==> src/rtl/conv_vect_feeder.sv <==
// Input buffer and sample repeater ahead of the serial-vector convolution stage:
// each buffered sample is held for REPEAT valid cycles, with an idle gap after every line end.
module conv_vect_feeder #(
  parameter int DATA_WIDTH = 8,
  parameter int REPEAT     = 16,
  parameter int FIFO_DEPTH = 64,
  parameter int GAP_CYCLES = 4
) (
  input  logic                         clk,
  input  logic                         reset,
  input  logic                         valid_i,
  input  logic signed [DATA_WIDTH-1:0] data_i,
  input  logic                         sop_i,
  input  logic                         eop_i,
  input  logic                         sof_i,
  input  logic                         eof_i,
  output logic                         ready_o,
  output logic                         overflow_o,
  output logic signed [DATA_WIDTH-1:0] data_o,
  output logic                         valid_o,
  output logic                         sop_o,
  output logic                         eop_o,
  output logic                         sof_o,
  output logic                         eof_o
);

  localparam int AW     = $clog2(FIFO_DEPTH);
  localparam int CW     = AW + 1;
  localparam int RW     = (REPEAT > 1) ? $clog2(REPEAT) : 1;
  localparam int GW     = (GAP_CYCLES > 1) ? $clog2(GAP_CYCLES) : 1;
  localparam int EW     = DATA_WIDTH + 4;
  localparam bit GAP_EN = (GAP_CYCLES > 0);

  typedef enum logic [1:0] {IDLE, EMIT, GAP} state_t;

  logic [EW-1:0] mem [FIFO_DEPTH];
  logic [AW-1:0] wr_ptr, rd_ptr;
  logic [CW-1:0] count;
  logic [EW-1:0] rd_entry;
  logic          push, pop, fifo_ne, rep_last, gap_last;

  state_t        state;
  logic [RW-1:0] rep_cnt;
  logic [GW-1:0] gap_cnt;
  logic          h_eop, h_eof;

  // entry layout: {sop, eop, sof, eof, data}
  assign rd_entry = mem[rd_ptr];
  assign ready_o  = (count != CW'(FIFO_DEPTH));
  assign fifo_ne  = (count != '0);
  assign push     = valid_i & ready_o;
  assign rep_last = (rep_cnt == RW'(REPEAT - 1));
  assign gap_last = (gap_cnt == GW'(GAP_CYCLES - 1));

  // Pop exactly when the repeater is about to need a new entry, so back-to-back entries have no bubble.
  always_comb begin
    pop = 1'b0;
    case (state)
      IDLE:    pop = fifo_ne;
      EMIT:    pop = fifo_ne & rep_last & ~(h_eop & GAP_EN);
      GAP:     pop = fifo_ne & gap_last;
      default: pop = 1'b0;
    endcase
  end

  always_ff @(posedge clk) begin
    if (push) mem[wr_ptr] <= {sop_i, eop_i, sof_i, eof_i, data_i};
  end

  always_ff @(posedge clk or posedge reset) begin
    if (reset) begin
      wr_ptr     <= '0;
      rd_ptr     <= '0;
      count      <= '0;
      overflow_o <= 1'b0;
    end else begin
      if (push) wr_ptr <= wr_ptr + AW'(1);
      if (pop)  rd_ptr <= rd_ptr + AW'(1);
      case ({push, pop})
        2'b10:   count <= count + CW'(1);
        2'b01:   count <= count - CW'(1);
        default: count <= count;
      endcase
      if (valid_i && !ready_o) overflow_o <= 1'b1;
    end
  end

  // Repeater FSM; all outputs are registered here
  always_ff @(posedge clk or posedge reset) begin
    if (reset) begin
      state   <= IDLE;
      rep_cnt <= '0;
      gap_cnt <= '0;
      h_eop   <= 1'b0;
      h_eof   <= 1'b0;
      data_o  <= '0;
      valid_o <= 1'b0;
      sop_o   <= 1'b0;
      eop_o   <= 1'b0;
      sof_o   <= 1'b0;
      eof_o   <= 1'b0;
    end else if (pop) begin
      state   <= EMIT;
      rep_cnt <= '0;
      data_o  <= rd_entry[DATA_WIDTH-1:0];
      h_eop   <= rd_entry[EW-2];
      h_eof   <= rd_entry[EW-4];
      valid_o <= 1'b1;
      sop_o   <= rd_entry[EW-1];
      sof_o   <= rd_entry[EW-3];
      eop_o   <= (REPEAT == 1) && rd_entry[EW-2];
      eof_o   <= (REPEAT == 1) && rd_entry[EW-4];
    end else begin
      case (state)
        EMIT: begin
          if (rep_last) begin
            valid_o <= 1'b0;
            sop_o   <= 1'b0;
            eop_o   <= 1'b0;
            sof_o   <= 1'b0;
            eof_o   <= 1'b0;
            if (h_eop && GAP_EN) begin
              state   <= GAP;
              gap_cnt <= '0;
            end else begin
              state <= IDLE;
            end
          end else begin
            // end-of flags go out on the final repeat cycle of the entry
            rep_cnt <= rep_cnt + RW'(1);
            sop_o   <= 1'b0;
            sof_o   <= 1'b0;
            eop_o   <= h_eop && (rep_cnt == RW'(REPEAT - 2));
            eof_o   <= h_eof && (rep_cnt == RW'(REPEAT - 2));
          end
        end
        GAP: begin
          if (gap_last) state <= IDLE;
          else          gap_cnt <= gap_cnt + GW'(1);
        end
        default: state <= IDLE;
      endcase
    end
  end

endmodule

==> config.mk <==
export PLATFORM = sky130hd
export DESIGN_NAME = conv_vect_feeder
export DESIGN_NICKNAME = d
export VERILOG_FILES = /design/src/rtl/conv_vect_feeder.sv
export SDC_FILE = /design/constraint.sdc
export NUM_CORES = 1
export LEC_CHECK = 0
export CAP_MARGIN = 10
export CORE_MARGIN = 2
export CORE_UTILIZATION = 36
export DETAILED_ROUTE_END_ITERATION = 7
export HOLD_SLACK_MARGIN = 0.06
export PLACE_DENSITY = 0.63
export SLEW_MARGIN = 15
export SYNTH_ARGS = -nofsm -noshare
export SYNTH_HDL_FRONTEND = slang
export SYNTH_SLANG_ARGS = --single-unit
export TNS_END_PERCENT = 30
==> constraint.sdc <==
create_clock -name clk -period 3.75 [get_ports clk]
set_input_delay 0.75 -clock clk [delete_from_list [all_inputs] [get_ports clk]]
set_output_delay 0.75 -clock clk [all_outputs]
set_load 0.005 [all_outputs]
* After elaboration in Yosys (flattened, before gate mapping) *
Memories as Yosys holds them, arrays and structs flattened.
Index checks and enable logic that the tools add are counted.

cells by class
  bitwise logic cells = 6
  reduce and logical (&&, ||, !) cells = 14
  $add $sub $neg = 6
  multiplexer cells = 28
  order comparisons = 0
  eq/ne operators = 14
  shifts and indexed selects = 0
  div/mod/pow operators = 0
  multiply operators = 0

operators with widths
  cell                 number
  $mux 1               14
  $mux 2               7
  $pmux 7 s2           1
  $add 6x1->6 const B  2
  $mux 4               3
  $eq 4x4->1 const B   2
  $ne 2x2->1 const B   4
  $pmux 2 s2           2
  $reduce_bool 2->1    4
  $add 7x1->7 const B  1
  $ne 7x7->1 const B   1
  $reduce_bool 7->1    1
  $sub 7x1->7 const B  1
  $eq 2x2->1 const B   3
  $ne 3x3->1 const B   2
  $reduce_and 2->1     3
  $reduce_and 5->1     1
  $add 4x1->4 const B  1
  $and 1x1->1          4
  $eq 2x1->1 const B   2
  $logic_and 1x1->1    3
  $pmux 1 s3           1
  $add 2x1->2 const B  1
  $logic_not 2->1      1
  other kinds (2)      3

word-level totals
  bits in registers = 43
  output and inout bits = 15
  ROM bits = 0
  input bits = 15
  memories kept = 1
  word-level logic and storage cells = 84
  bits in latches = 0
  memory bits (writable) = 768

memories
  memory  depth  width  read ports  clocked after Yosys merged registers in  write ports  line  source
  mem     64     12     1           0                                        1            36    logic [EW-1:0] mem [FIFO_DEPTH];

* Longest topological paths before layout *
Gate-level depths: netlist (run 1).

  word-level depth = 6
  mapped depth = 17
  mapped depth without buffers = 15

* Worst setup path after synthesis (run 1) *
OpenSTA, ideal clock, no wires.

  path kind = register -> register
  start point = register state[0]
  end point = register count[6]
  library setup time = 0.079 ns
  data required time = 3.671 ns
  cell stages (with the launch flop) = 18
  period minus slack after synthesis = 3.614 ns
  data arrival time = 3.535 ns
  buffers on the path = 2
  path slack = 0.136 ns
  path through = dfrtp_1 inv_1 ha_1 a21oi_1 nor2_1 o22ai_2 inv_2 clkbuf_1 ha_1 buf_1 xor2_1 ha_1 or3_1 a21oi_1 nor3_1 or3_1 a31oi_1 xor2_1

on the way
  longest elaborated chain between the ends = 4
  elaborated cells on any way between the ends = 8
  classes of those cells = 4 x eq/ne; 2 x mux; 2 x reduce/logical

RTL lines
  item                                             line  source
  start, declared                                  42    state_t state;
  start signal, assigned                           91    state <= IDLE;
  start signal, assigned                           103   state <= EMIT;
  start signal, assigned                           123   state <= GAP;
  $eq 2x2->1, or another cell as far along         58    case (state)
  $pmux 1 s3 (*)                                   58
  via pop                                          40    logic push, pop, fifo_ne, rep_last, gap_last;
  $eq 2x1->1 or $eq 2x2->1 (tied branches)         79    case ({push, pop})
  $pmux 7 s2 or $reduce_bool 2->1 (tied branches)  n/a
  end signal, assigned                             80    2'b10: count <= count + CW'(1);
  end signal, assigned                             81    2'b01: count <= count - CW'(1);
  end signal, assigned                             82    default: count <= count;
  end, declared                                    38    logic [CW-1:0] count;

The timed path passes the listed nets; every way through them passes the cells marked *.
A chain may end at the register's enable or synchronous reset.

* Worst setup path after layout (run 1) *
  start point = register count[3]
  end point = register count[6]

on the way
  longest elaborated chain between the ends = 6
  elaborated cells on any way between the ends = 13
  classes of those cells = 2 x add/sub; 3 x eq/ne; 2 x mux; 4 x bitwise; 2 x reduce/logical

RTL lines
  item                                             line  source
  $reduce_bool 7->1                                50    assign fifo_ne = (count != '0);
  $and 1x1->1 (2 in a row)                         60    EMIT: pop = fifo_ne & rep_last & ~(h_eop & GAP_EN);
  $pmux 1 s3                                       58
  $eq 2x1->1 or $eq 2x2->1 (tied branches)         79
  $pmux 7 s2 or $reduce_bool 2->1 (tied branches)  n/a

Several ways; a longest one is shown, not always the timed one.

==> results.tsv, run 1 <==
metric	value	unit
final_antenna_net_count	0	
slew_violations	0	
syn-cell-area	0.0320	mm2
rsz0062_at_grt	false	
critPathMaxStageDelay	490	ps
grt-ovfl-total	0	
rrSetupSlack	580	ps
io_buffers	29	
cp_num_buf_inv	1	
worst_setup_path_end_kind	register	
wire_per_inst	25.7	um
worstHoldPathType	register to register	
slew_headroom	0.264	
ir_drop	0.000415	V
placementRows	109	
ys_ff_latch	811	
r2r-start	count[3]$_DFFE_PP0P_	
pin_count	30	
synthMuxAreaShare	0.138	
cts_made_buffers	83	
place_inst	2868	
path_max_fanout	8	
cts_root_buf	clkbuf_16	
hpwl	48100	um
antenna_found_initial	4	
initial_core_util	0.363	
clkSinkCount	811	
dieArea	0.0911	mm2
cp_slowest_cell	dfrtp_1	
crit_type	register to register	
fillCellCount	7750	
die_h	302	um
wl	77400	um
fin_nets	1815	
globalRouteTotalUtil	0.171	
ff_latch_area	0.0242	mm2
p_leak	12.0	nW
synth_top_family_by_area	multiplexers	
fmax	0.315	GHz
synth_compound_area_frac	0.0400	
pwr_density_cell	732	mW/mm2
hp-start	gap_cnt[0]$_DFFE_PP0P_	
htree_levels	3	
synth_edf_count	768	
synth_adder_area_share	0.00470	
post_cts_resized	0	
multiInputGateArea	0.00720	mm2
crit_path_start_kind	register	
grt_pass1_vias	16636	
clock_latency	630	ps
seq_power_share	0.413	
p_comb_frac	0.286	
gp_congestion	0.854	
syn_inst	1630	
cpLargestDelayFamily	simple AND/OR/NAND/NOR gates	
clock_skew	22.3	ps
p_int	0.0185	W
swShare	0.314	
synth.net_count	1657	
period_minus_slack	3170	ps
synth.avg_cell_area	19.6	um2
areaGrowthSynthToFinish	15.2	%
fin_crit_sh	0.846	
num_antenna_cells	0	
vias_per_cell	5.42	
setup_viol	0	
clk_pin_slew	60	ps
final_hold_viol_count	0	
required	4300	ps
r2r_end	count[6]$_DFFE_PP0P_	
ys_seq_area_frac	0.755	
drcViolationCount	0	
critPathLaunch	count[3]$_DFFE_PP0P_	
grt_max_degree	57	
final_common_cell	edfxtp_1	
synth_xor_area_frac	0.00630	
firstDrtPassIters	5	
synth_cell_types	62	
clockPowerShare	0.301	
synth-simple-area-share	0.0361	
finalSetupTns	0	ps
vias	16360	
dieWidth	302	um
cts_tree	yes	
yosysWarnings	0	
drv_cap	0	
cts_hold_buf	0	
r2r_cells	13	
status	completed	
cp.arrival	3720	ps
drt_iter0_markers	1789	
ctsLongestPathBuffers	3	
worstHoldPathCells	1	
stdcell_count	3017	
core-area	0.0881	mm2
drive_above_1_share	0.239	
tightest_slew	1100	ps
final_cell_mix	edfxtp_1, mux4_2, buf_4	
grt_pass1_wl	113000	um
postCtsSetupBuffers	0	
crit_chain	nor4_4 -> nand3_1 -> and2_1 -> inv_1 -> ha_1 -> xor2_1 -> ha_1 -> or3_1 -> a21oi_1 -> nor3_1 -> or3_1 -> a31oi_1 -> xor2_1	
whs_endpoint	gap_cnt[0]$_DFFE_PP0P_	
ys.flop_type	edfxtp_1	
async_reset_ff_frac	0.0530	
switching_power	0.00847	W
## sequential cells by signal, summed over array words and instances (netlist names), 2 cells and up
name / cells
rd_ptr: 6
wr_ptr: 6
count: 7
state: 2
data_o: 8
mem: 768
rep_cnt: 4
gap_cnt: 2
## metrics by stage
step / worst slack, ps / instance area [um2] / utilization / total power [W] / hold slack (ps)
floorplan: 136 / 32000 / - / 0.0162 / 457
global placement: 194 / 34200 / 0.388 / 0.0189 / 467
detailed placement: 272 / 34200 / 0.388 / 0.0190 / 467
CTS: 581 / 36800 / 0.418 / 0.0271 / 480
global route: 323 / 36800 / 0.418 / 0.0279 / 484
finish: 579 / 36800 / 0.418 / 0.0269 / 480
## logic make-up (layout without fill, tap and decap cells)
family                     Yosys count  count (layout)
AOI/OAI and AO/OA                  177             177
xor gates and xnor gates            23              23
adders and majority gates           12              12
buffers and inverters              100             322
DFF                                811             811
muxes                              249             249
and+or+nand+nor                    258             258
## worst register-to-register path, cell delays in order, from the launching register on
cell     delay [ps]
dfrtp_1         490
nor4_4          360
nand3_1         170
and2_1          220
inv_1           140
ha_1            210
xor2_1           80
ha_1            200
or3_1           310
a21oi_1         150
nor3_1          100
or3_1           340
a31oi_1         170
xor2_1          170
## cell type report
type,instances,share of cell area
tap,1165,0.0396
sequential,811,0.656
clock buffer,111,0.0619
timing repair buffer,161,0.0356
inverter,12,0.00122
clock inverter,38,0.0101
multi-input combinational,719,0.196
## power by group through the flow
stage	registers, W	clock network, W	logic (W)
after floorplan	0.0108	0	0.00540
after global placement	0.0113	0	0.00760
after detailed placement	0.0113	0	0.00769
after CTS	0.0111	0.00824	0.00772
after global routing	0.0112	0.00859	0.00819
final	0.0111	0.00810	0.00771
## metal layers
| metal | GRT usage | vias up | wire length (um) | share of wire |
|---|---|---|---|---|
| li1 | - | 6945 | - | - |
| met1 | 0.240 | 8616 | 32700 | 0.42 |
| met2 | 0.268 | 653 | 36000 | 0.47 |
| met3 | 0.0361 | 142 | 6480 | 0.084 |
| met4 | 0.0574 | 4 | 2220 | 0.029 |
| met5 | 0 | - | 23 | 0.00030 |
## worst max-delay path by stage
stage,end,slack (ps),cells past startpoint
floorplan,count[6]$_DFFE_PP0P_,140,17
global placement,count[6]$_DFFE_PP0P_,190,12
detailed placement,count[6]$_DFFE_PP0P_,270,12
CTS,count[6]$_DFFE_PP0P_,580,13
global route,count[6]$_DFFE_PP0P_,320,13
finish,count[6]$_DFFE_PP0P_,580,13
## synth_stat cells, drive strengths merged (9+ instances only)
master   number  area [um2]
a2111oi      10         146
a211oi       10        75.1
a21oi        30         150
a22oi        44         330
a31oi         9        56.3
buf          58         455
clkbuf       30         116
dfrtp        43        1080
edfxtp      768       23100
ha           12         150
inv          12        45.0
mux2         25         282
mux2i        74         741
mux4        150        3390
nand2        68         255
nand3        19        95.1
nor2        117         439
nor2b        12        75.1
o21ai        23         115
o221ai       12         105
o22ai        18         119
xnor2        13         114
xor2         10        87.6
(Power assumes the default switching activity.)
==> run 2, diff against run 1 <==
Settings changed: PLACE_DENSITY 0.63 to 0.61.
Clock period 3.75 ns to 3.3 ns, I/O delays scaled along.
==> run 2 against run 1 <==
Compared with the run above:
- worst hold slack worse by 26 ps
- worst setup slack worse by 400 ps
- critical path depth stayed put
- first-iteration DRC count is 0.34% lower
- utilization is 0.12 points higher
- maximum frequency is 1.7% higher
- via count is 0.47% higher
- largest cell class unchanged
- count of clock-buffer cells in the layout is 16 lower
- sequential power is 14% higher
- flip-flop and latch count stayed put
- global-route usage hardly changed
==> results.tsv, run 2 (synthesis results as in run 1) <==
metric	value	unit	change
fin_crit_sh	0.945		+0.0996
wl	77600	um	+0.29%
globalRouteTotalUtil	0.171		-0.000300
grt-ovfl-total	0		unchanged
p_leak	12.0	nW	+0.69%
firstDrtPassIters	6		+1
cts_made_buffers	80		-3.6%
fmax	0.321	GHz	+1.7%
crit_path_start_kind	register		
swShare	0.322		+0.00778
status	completed		
htree_levels	3		unchanged
die_h	302	um	unchanged
ir_drop	0.000568	V	+37%
dieWidth	302	um	unchanged
cts_hold_buf	0		unchanged
required	3850	ps	-450 ps
regMostFlops	mem		
stdcell_count	3041		+0.80%
worstHoldPathType	input pin to register		
reg_top3	mem x768, data_o x8, count x7		
drive_above_1_share	0.259		+0.0204
tightest_slew	915	ps	-187 ps
drcViolationCount	0		unchanged
final_cell_mix	edfxtp_1, buf_4, mux4_2		
setup_viol	0		unchanged
clock_skew	19.5	ps	-2.80 ps
dieArea	0.0911	mm2	unchanged
clock_latency	630	ps	about the same
slew_headroom	0.386		+0.122
cp.arrival	3670	ps	-50 ps
final_antenna_net_count	0		unchanged
clkSinkCount	811		unchanged
drt_iter0_markers	1783		-0.34%
pin_count	30		unchanged
vias	16437		+0.47%
rsz0062_at_grt	false		
postCtsSetupBuffers	0		unchanged
vias_per_cell	5.41		-0.32%
areaGrowthSynthToFinish	15.6	%	
switching_power	0.00979	W	+16%
cts_tree	yes		
pwr_density_cell	823	mW/mm2	+13%
drv_cap	0		unchanged
grt_pass1_vias	16473		-0.98%
crit_type	register to register		
final_hold_viol_count	0		unchanged
placementRows	109		unchanged
period_minus_slack	3120	ps	-51.8 ps
cts_root_buf	clkbuf_16		
ctsLongestPathBuffers	3		unchanged
grt_max_degree	65		+14%
antenna_found_initial	5		+1
clk_pin_slew	60	ps	about the same
hpwl	49400	um	+2.7%
fin_nets	1840		+1.4%
clockPowerShare	0.287		-0.014
power	0.0304	W	+13%
grt_pass1_wl	113000	um	about the same
final_common_cell	edfxtp_1		
place_inst	2896		+0.98%
io_buffers	29		unchanged
slew_violations	0		unchanged
worst_setup_path_end_kind	register		
p_comb_frac	0.299		+0.013
gp_congestion	0.889		+4.1%
initial_core_util	0.363		unchanged
num_antenna_cells	0		unchanged
post_cts_resized	0		unchanged
largest_reg_flops	768		unchanged
p_int	0.0206	W	+12%
path_max_fanout	8		unchanged
hold_slack	454	ps	-26.0 ps
seq_power_share	0.414		about the same
wire_per_inst	25.5	um	-0.50%
core-area	0.0881	mm2	unchanged
run 2: changes by cell type in the layout (fill, tap and decap cells not counted), moves of 3 or more:
cell       delta
bufinv_16     -4
inv_6         +3
clkinv_2     +11
buf_4        +25
buf_12        +3
clkbuf_16     -6
clkbuf_1     -12
run 2: through the flow:
stage | setup TNS (ps) | cell area [um2] | util | setup WS (ps)
2_1_floorplan | 0 | 32000 | - | 2.55
3_3_place_gp | -5.58 | 34400 | 0.391 | -5.58
3_5_place_dp | 0 | 34400 | 0.391 | 3.27
4_1_cts | 0 | 36900 | 0.419 | 203
5_1_grt | 0 | 36900 | 0.419 | 18.2
6_report | 0 | 36900 | 0.419 | 181
run 2: area by class of cell:
cell class | instances | area (um2)
multi-input combinational | 719 | 7220
inverter | 12 | 45.0
clock buffer | 95 | 2110
sequential | 811 | 24200
fill | 7751 | 51200
clock inverter | 50 | 382
tap | 1165 | 1460
timing repair buffer | 189 | 1560
run 2: worst max-delay path, cell delays in order (launching register included):
cell	delay (ps)
dfrtp_2	480
nor4_4	370
nand3_2	140
and2_1	210
inv_1	90
ha_2	190
xor2_1	70
ha_1	200
or3_1	340
a21oi_2	170
nor3_2	80
or3_1	340
a31oi_1	210
xor2_1	150
run 2: routing by layer:
metal | wire (um) | global-route usage | up-vias
met5 | 55 | 0 | -
met4 | 1880 | 0.0515 | 8
met3 | 6390 | 0.0348 | 110
met2 | 36300 | 0.267 | 665
met1 | 33000 | 0.243 | 8644
li1 | - | - | 7010
run 2: path summary, 6_finish.rpt:
path,slack [ps],startpoint,cells past startpoint,to
max in group asynchronous,2160,reset,3,data_o[3]$_DFFE_PP0P_
hold reg to reg,500,gap_cnt[0]$_DFFE_PP0P_,1,gap_cnt[0]$_DFFE_PP0P_
setup / recovery,180,count[3]$_DFFE_PP0P_,13,count[6]$_DFFE_PP0P_
min in group asynchronous,500,reset,2,count[5]$_DFFE_PP0P_
hold / removal,450,data_i[5],1,mem[54][5]$_DFFE_PP_
setup reg to reg,180,count[3]$_DFFE_PP0P_,13,count[6]$_DFFE_PP0P_
run 2: power groups by stage:
| stage | Clock, W | Combinational (W) | Sequential, W |
|---|---|---|---|
| 5_1_grt | 0.00925 | 0.00965 | 0.0126 |
| 2_1_floorplan | 0 | 0.00618 | 0.0122 |
| 4_1_cts | 0.00885 | 0.00908 | 0.0126 |
| 6_report | 0.00872 | 0.00910 | 0.0126 |
| 3_5_place_dp | 0 | 0.00906 | 0.0128 |
| 3_3_place_gp | 0 | 0.00895 | 0.0127 |
